$ cat src/rtl/serial_add_pkg.sv
// serial_add_pkg: shared definitions for the bit-serial add sequencer.
//   - ST_IDLE / ST_RUN / ST_DONE : state encodings (also seen on dbg_state)
//   - state_e                    : FSM state type built on those encodings
//   - cnt_width()                : bit-counter width, clog2(width)+1
package serial_add_pkg;

  localparam logic [1:0] ST_IDLE = 2'd0;
  localparam logic [1:0] ST_RUN  = 2'd1;
  localparam logic [1:0] ST_DONE = 2'd2;

  typedef enum logic [1:0] {
    S_IDLE = ST_IDLE,
    S_RUN  = ST_RUN,
    S_DONE = ST_DONE
  } state_e;

  // The extra bit keeps WIDTH=1 (clog2 = 0) at a legal one-bit counter.
  function automatic int cnt_width(input int width);
    return $clog2(width) + 1;
  endfunction

endpackage

$ cat src/rtl/serial_add_ctrl_full_adder.sv
// full_adder: single-bit combinational adder slice.
//   a, b  : operand bits
//   cin   : carry in
//   s     : sum bit
//   cout  : carry out
module full_adder (
  input  logic a,
  input  logic b,
  input  logic cin,
  output logic s,
  output logic cout
);

  assign s    = a ^ b ^ cin;
  assign cout = (a & b) | (a & cin) | (b & cin);

endmodule

$ cat src/rtl/serial_add_ctrl.sv
// serial_add_ctrl: bit-serial adder. One full_adder slice plus a registered
// carry computes a + b LSB-first over WIDTH cycles.
//
// Ports:
//   clk, rst_n          : clock, synchronous active-low reset
//   in_valid / in_ready : operand handshake (a, b)
//   out_valid/out_ready : result handshake (sum, WIDTH+1 bits, MSB = carry out)
//   busy                : high while in RUN
//   dbg_state           : current FSM state (ST_IDLE/ST_RUN/ST_DONE)
//   ovf                 : signed overflow of held result (SERIAL_ADD_OVF_EN only)
//
// Handshake: a transfer happens on a rising edge where valid and ready are
// both 1. in_ready, out_valid and busy depend only on registered state
// (in_ready is additionally forced low while rst_n is low); a source may hold
// valid high, and operands offered while in_ready=0 are dropped, not queued.
//
// Build option: define SERIAL_ADD_OVF_EN to add the ovf output.
module serial_add_ctrl #(
  parameter int WIDTH = 3
) (
  input  logic             clk,
  input  logic             rst_n,
  input  logic             in_valid,
  output logic             in_ready,
  input  logic [WIDTH-1:0] a,
  input  logic [WIDTH-1:0] b,
  output logic             out_valid,
  input  logic             out_ready,
  output logic [WIDTH:0]   sum,
  output logic             busy,
  output logic [1:0]       dbg_state
`ifdef SERIAL_ADD_OVF_EN
  ,
  output logic             ovf
`endif
);

  import serial_add_pkg::*;

  localparam int CW = cnt_width(WIDTH);
  localparam logic [CW-1:0] CNT_ONE  = CW'(1);
  localparam logic [CW-1:0] CNT_LAST = CW'(WIDTH - 1);

  state_e             state_q, state_d;
  logic [WIDTH-1:0]   a_sr_q, a_sr_d;
  logic [WIDTH-1:0]   b_sr_q, b_sr_d;
  logic [WIDTH-1:0]   res_sr_q, res_sr_d;
  logic               carry_q, carry_d;
  logic [CW-1:0]      cnt_q, cnt_d;
  logic [WIDTH:0]     sum_q, sum_d;
`ifdef SERIAL_ADD_OVF_EN
  logic               ovf_q, ovf_d;
`endif

  logic               fa_s;
  logic               fa_cout;
  logic [WIDTH-1:0]   res_shift;

  full_adder u_fa (
    .a    (a_sr_q[0]),
    .b    (b_sr_q[0]),
    .cin  (carry_q),
    .s    (fa_s),
    .cout (fa_cout)
  );

  // New sum bit enters at the MSB; after WIDTH shifts bit 0 sits at the LSB.
  assign res_shift = (res_sr_q >> 1) | (WIDTH'(fa_s) << (WIDTH - 1));

  always_comb begin
    state_d  = state_q;
    a_sr_d   = a_sr_q;
    b_sr_d   = b_sr_q;
    res_sr_d = res_sr_q;
    carry_d  = carry_q;
    cnt_d    = cnt_q;
    sum_d    = sum_q;
`ifdef SERIAL_ADD_OVF_EN
    ovf_d    = ovf_q;
`endif
    case (state_q)
      S_IDLE: begin
        if (in_valid) begin
          a_sr_d   = a;
          b_sr_d   = b;
          res_sr_d = '0;
          carry_d  = 1'b0;
          cnt_d    = '0;
          state_d  = S_RUN;
        end
      end
      S_RUN: begin
        a_sr_d   = a_sr_q >> 1;
        b_sr_d   = b_sr_q >> 1;
        res_sr_d = res_shift;
        carry_d  = fa_cout;
        cnt_d    = cnt_q + CNT_ONE;
        if (cnt_q == CNT_LAST) begin
          // sum is only written here, so it stays stable through DONE.
          sum_d   = {fa_cout, res_shift};
`ifdef SERIAL_ADD_OVF_EN
          // carry_q is the carry into the MSB on this final step.
          ovf_d   = carry_q ^ fa_cout;
`endif
          state_d = S_DONE;
        end
      end
      S_DONE: begin
        if (out_ready) state_d = S_IDLE;
      end
      default: state_d = S_IDLE;
    endcase
  end

  always_ff @(posedge clk) begin
    if (!rst_n) begin
      state_q  <= S_IDLE;
      a_sr_q   <= '0;
      b_sr_q   <= '0;
      res_sr_q <= '0;
      carry_q  <= 1'b0;
      cnt_q    <= '0;
      sum_q    <= '0;
`ifdef SERIAL_ADD_OVF_EN
      ovf_q    <= 1'b0;
`endif
    end else begin
      state_q  <= state_d;
      a_sr_q   <= a_sr_d;
      b_sr_q   <= b_sr_d;
      res_sr_q <= res_sr_d;
      carry_q  <= carry_d;
      cnt_q    <= cnt_d;
      sum_q    <= sum_d;
`ifdef SERIAL_ADD_OVF_EN
      ovf_q    <= ovf_d;
`endif
    end
  end

  assign in_ready  = (state_q == S_IDLE) && rst_n;
  assign out_valid = (state_q == S_DONE);
  assign busy      = (state_q == S_RUN);
  assign sum       = sum_q;
  assign dbg_state = state_q;
`ifdef SERIAL_ADD_OVF_EN
  assign ovf       = ovf_q;
`endif

endmodule
$ cat config.mk
export PLATFORM = sky130hd
export DESIGN_NAME = serial_add_ctrl
export DESIGN_NICKNAME = d
export VERILOG_FILES = /design/src/rtl/serial_add_pkg.sv /design/src/rtl/serial_add_ctrl_full_adder.sv /design/src/rtl/serial_add_ctrl.sv
export SDC_FILE = /design/constraint.sdc
export NUM_CORES = 1
export LEC_CHECK = 0
export BUFFER_PORTS_ARGS = -buffer_cell sky130_fd_sc_hd__buf_2
export CORE_MARGIN = 3
export CORE_UTILIZATION = 51
export DETAILED_ROUTE_END_ITERATION = 6
export PLACE_DENSITY = 0.76
export SETUP_SLACK_MARGIN = 0.05
export SLEW_MARGIN = 20
export SYNTH_ARGS = -nofsm -noshare
export SYNTH_HDL_FRONTEND = slang
export SYNTH_SLANG_ARGS = --single-unit
$ cat constraint.sdc
create_clock -name clk -period 1.4 [get_ports clk]
set_input_delay 0.07 -clock clk [delete_from_list [all_inputs] [get_ports clk]]
set_output_delay 0.07 -clock clk [all_outputs]
set_load 0.02 [all_outputs]
# Word-level counts from Yosys, hierarchy flattened
# Index checks and enable logic that the tools add are counted.
[totals]
rom_bits = 0
register_bits = 19
mem_bits_rw = 0
latch_bits = 0
inputBits = 10
memories = 0
[op_classes]
eq_ne = 6
mux = 13
n_mul = 0
n_lt_le_gt_ge = 0
bitwise = 8
n_addsub = 1
reduce_logical = 6
n_shift = 0
div = 0
[op_table]
columns = ["operator", "n"]
rows = [
  ["3-bit case mux with 2 select lines", 4],
  ["3-bit 2-to-1 mux", 3],
  ["2-bit 2-to-1 mux", 3],
  ["2-bit case mux with 3 select lines", 1],
  ["2-bit by 1-bit inequality test with 1-bit output, second input constant", 2],
  ["2-bit AND reduction", 2],
  ["3-bit by 1-bit adder with 3-bit output, second input constant", 1],
  ["1-bit AND", 3],
  ["3-bit by 2-bit == test with 1-bit output, second input constant", 1],
  ["2-bit by 3-bit OR with 3-bit output", 1],
  ["3-bit AND reduction", 1],
  ["2-bit by 1-bit == test with 1-bit output, second input constant", 1],
  ["2-bit == test, second input constant", 1],
  ["2-bit logical NOT", 1],
  ["2-bit inequality test, second input constant", 1],
  ["1-bit OR", 2],
  ["1-bit case mux with 2 select lines", 1],
  ["2-bit nonzero test", 1],
  ["1-bit XOR", 2],
  ["1-bit logical AND", 1],
  ["1-bit 2-to-1 mux", 1],
]

# Longest topological paths before layout
[logic_depth]
depth_word = 4
ltp_mapped = 6
depth_no_buf = 5

# By module
# Synthesis repeated with hierarchy kept, for this count alone.
[hier_totals]
hier_cells = 87
area_unflattened_um2 = 825.8
[modules_own_cells]
columns = ["module", "instances", "cells_per_inst", "area_per_inst_um2", "seq_area_each_um2"]
rows = [
  ["serial_add_ctrl", 1, 86, 805.8, 360.3],
  ["full_adder", 1, 1, 20.0, 0.0],
]

# Worst setup path after synthesis
# OpenSTA, ideal clock, no wires.
[synth_timing]
path_type = "register to register"
from = "reg state_q[1] (netlist: dbg_state[1])"
to = "reg state_q[1] (netlist: dbg_state[1])"
path_buffers = 1
stages_incl_launch_ff = 5
t_arrival_ps = 1177
setup_time_ps = 58
slack_ps = 165
period_less_slack_ps = 1235
path_cell_list = "dfxtp_1 > buf_4 > and2b_1 > nor2b_1 > o21a_1"
[synth_via]
elab_chain_cells = 3
elab_cells_between_ends = 8
[synth_lines]
columns = ["item", "line_no", "text"]
rows = [
  ["from (decl)", "serial_add_ctrl.sv:44", "state_e state_q, state_d;"],
  ["from (signal assigned)", "serial_add_ctrl.sv:128", "state_q <= state_d;"],
  ["2-bit == test *", "-", ""],
  ["via out_valid", "serial_add_ctrl.sv:27", "output logic out_valid,"],
  ["2-bit by 1-bit inequality test with 1-bit output (no source line)", "-", ""],
  ["3-bit AND reduction (no source line)", "-", ""],
]
# Mark *: on every way through the listed nets, which the timed path passes. The rest lies on a longest branch.
# A chain may end at the register's enable or synchronous reset.

# Final worst setup path
[layout_timing]
from = "reg state_q[0] (netlist: dbg_state[0])"
to = "out busy"
[layout_via]
elab_chain_cells = 1
[layout_lines]
columns = ["item", "line_no", "text"]
rows = [
  ["2-bit by 1-bit == test with 1-bit output", "serial_add_ctrl.sv:143", "assign busy = (state_q == S_RUN);"],
  ["to (decl)", "serial_add_ctrl.sv:30", "output logic busy,"],
]
# Every way passes these cells.

==> flow_summary.yaml <==
outcome:
  outcome: "finished, final reports clean"
pwr:
  internal_power_mw: 0.766
  p_per_area_nw_per_um2: 1000
  swShare: 0.239
  pwr-share-seq: 0.550
  clkPwrFrac: 0.310
  switchingPower_mw: 0.240
  p_leak_nw: 0.426
  ir_drop_mv: 0.557
  comb_power_share: 0.140
route:
  vias: 641
  wl_per_cell_um: 13.3
  dr.pass1.iters: 4
  viasPerCell: 5.39
  wl_um: 1590
  drtAntennaViolNets: 0
  drc: 0
  first_iter_violations: 9
clock_tree:
  cts.path.max_buffers: 2
  cts_setup_buffers: 0
  cts_tree: "done"
  cts_root_buf: "clkbuf_4"
  path_clk_slew_ps: 100
  cts_num_sinks: 18
  numCtsBuffers: 3
  clk_latency_ps: 290
  cts.hold.buffers_added: 0
  h-tree-depth: 1
synth:
  synth.distinct_cells: 25
  yosysTopAreaCell: "dfxtp_1"
  synth_edf_count: 0
  synth.cell_area_um2: 840
  ys.flop_type: "dfxtp_1"
  syn_area_per_cell_um2: 10.2
  syn_nets: 95
  synth_area_leaders: "dfxtp_1, nor2b_1, o221a_1, mux2i_1, a2bb2oi_1"
  syn_inst: 82
  ys_ff_latch: 18
  yosysSeqAreaShare: 0.429
  synth_warnings: 0
  synth_top_area_frac: 0.429
  synthArstFlopShare: 0
layout:
  finalNetCount: 117
  fillCellCount: 132
  syn_to_final_growth_pct: 19.5
  diodes: 0
  final_area_um2: 1000
  final_core_util: 0.658
  layout-drive-gt1-share: 0.330
place:
  gp_congestion: 0.711
  portBuffers: 18
  dp_hpwl_um: 1140
  postPlaceCellArea_um2: 948
global_routing:
  grt_max_degree: 20
  grt_usage: 0.162
  grt_pass1_vias: 588
  gr-total-overflow: 0
  grt_pass1_wl_um: 2530
  antenna_found_initial: 0
timing:
  max_freq_ghz: 0.783
  finalHoldViolations: 0
  slew-limit-headroom: 0.695
  period_share: 0.912
  rsz0062_at_grt: "true"
  tightestPinTransition_ps: 456
  worst_hold_slack_ps: 50.6
  clock_skew_ps: 8.70
  finalMaxSlewViolations: 0
  fin_tns_setup_ps: 0
  final-setup-viol-count: 0
  period_minus_slack_ps: 1280
setup_path:
  max_stage_delay_ps: 400
  cp_slowest_cell: "dfxtp_4"
  reg2reg_from: "cnt_q[0]"
  reg2regPathDepth: 5
  required_ps: 1330
  critPathMaxFanout: 9
  rr_endpoint: "sum[2]"
  rrSetupSlack_ps: 130
  crit_type: "flip-flop to output port"
  critical_path.endpoint_type: "output port"
  cp-start-kind: "flip-flop"
  cp_cell_sequence: "nor2b_1, buf_4, buf_2"
  worstPathArrival_ps: 1210
die:
  core_um2: 1520
  die_y_um: 46.6
  io_pins: 19
  start_util: 0.551
  rows: 14
  dieArea_um2: 2170
  die_w_um: 46.6
flow_run:
  cap_violations: 0
min_path:
  min_to: "b_sr_q[2]"
  hp-class: "primary input to flip-flop"
  hp-start: "b[2]"
  holdPathStages: 3
[placed cells by master, fill, tap and decap left out, types with 2 or more instances in the layout]
| cell | Yosys | final |
|---|---|---|
| buf_2 | 1 | 18 |
| dfxtp_1 | 18 | 15 |
| nor2b_1 | 11 | 11 |
| inv_1 | 6 | 6 |
| a22oi_1 | 4 | 4 |
| a21boi_1 | 4 | 4 |
| a2bb2oi_1 | 4 | 4 |
| o221a_1 | 4 | 4 |
| buf_4 | 3 | 4 |
| nand2_1 | 3 | 3 |
| o21ai_0 | 3 | 3 |
| mux2i_1 | 4 | 3 |
| clkbuf_4 | 0 | 3 |
| nand4bb_1 | 2 | 2 |
| nor2_2 | 2 | 2 |
| ha_1 | 2 | 2 |
| dfxtp_2 | 0 | 2 |
[state kept, by name (all words and copies together), names as in the netlist]
name and cells:
a_sr_q 3, carry_q 1, dbg_state 2, sum 4, res_sr_q 2, b_sr_q 3
cnt_q 3
[cell type report]
type | count | area [um2] | area share
tap | 16 | 20.0 | 0.0200
timing repair buffer | 22 | 120 | 0.120
clock buffer | 4 | 36.3 | 0.0362
inverter | 6 | 22.5 | 0.0224
sequential | 18 | 367 | 0.365
multi-input combinational | 53 | 438 | 0.436
[timing repair]
action,4_1_cts,5_1_grt
pin swaps,0,0
cloned,0,0
endpoints found under the setup margin,1,6
resized for setup,1,7
[how the worst max path moves through the flow]
stage / end / start / slack [ps] / cells past startpoint
after detailed placement: sum[2] / cnt_q[0] / 70 / 5
final: busy / dbg_state[0] / 120 / 3
after global routing: sum[2] / cnt_q[0] / 30 / 5
after floorplan: dbg_state[1] / dbg_state[1] / 170 / 4
after CTS: sum[2] / cnt_q[0] / 60 / 5
after global placement: sum[2] / cnt_q[0] / 150 / 5
[cells in the mapped netlist (2+ instances only)]
master / count
mux2i_1: 4
o21ai_0: 3
o221a_1: 4
a2bb2oi_1: 4
nor2b_1: 11
nand4bb_1: 2
ha_1: 2
nand2_1: 3
a21boi_1: 4
nor3b_1: 2
inv_1: 6
dfxtp_1: 18
nor2_2: 2
buf_4: 3
a22oi_1: 4
[stage by stage]
step | instances | power, mW | setup WS [ps]
finish | 119 | 1.01 | 123
global route | 119 | 1.06 | 30.0
CTS | 119 | 1.01 | 64.0
detailed placement | 115 | 0.703 | 73.4
global placement | 115 | 0.699 | 148
floorplan | 82 | 0.655 | 165
[worst max-delay path, delay by kind of cell, from the launching register on]
kind / cells / cell delay, ps
AND/OR/NAND/NOR: 1 / 190
flip-flops: 1 / 400
buffers and inverters: 2 / 320
[metal layers]
metal  GRT usage  vias up  share of wire
met1       0.213      298           0.47
met5           0        -              0
met3      0.0352        0          0.032
li1            -      332              -
met2       0.261       11           0.50
met4      0.0511        0              0
[cell families (layout without fill, tap and decap cells)]
group                    Yosys count  after routing  share of synthesized area
AND/OR/NAND/NOR                   25             25                      0.203
AO/OA/AOI/OAI                     21             21                      0.203
flip-flops                        18             18                      0.429
multiplexers                       4              4                     0.0477
adder cells (fa/ha/maj)            3              3                     0.0536
buffers and inverters             11             32                     0.0641
[power groups by stage]
stage | Combinational, mW | Clock, mW | Sequential [mW]
2_1_floorplan | 0.0924 | 0 | 0.562
3_5_place_dp | 0.138 | 0 | 0.565
3_3_place_gp | 0.136 | 0 | 0.563
5_1_grt | 0.156 | 0.345 | 0.557
4_1_cts | 0.139 | 0.322 | 0.553
6_report | 0.141 | 0.312 | 0.553
(Power assumes the default switching activity.)
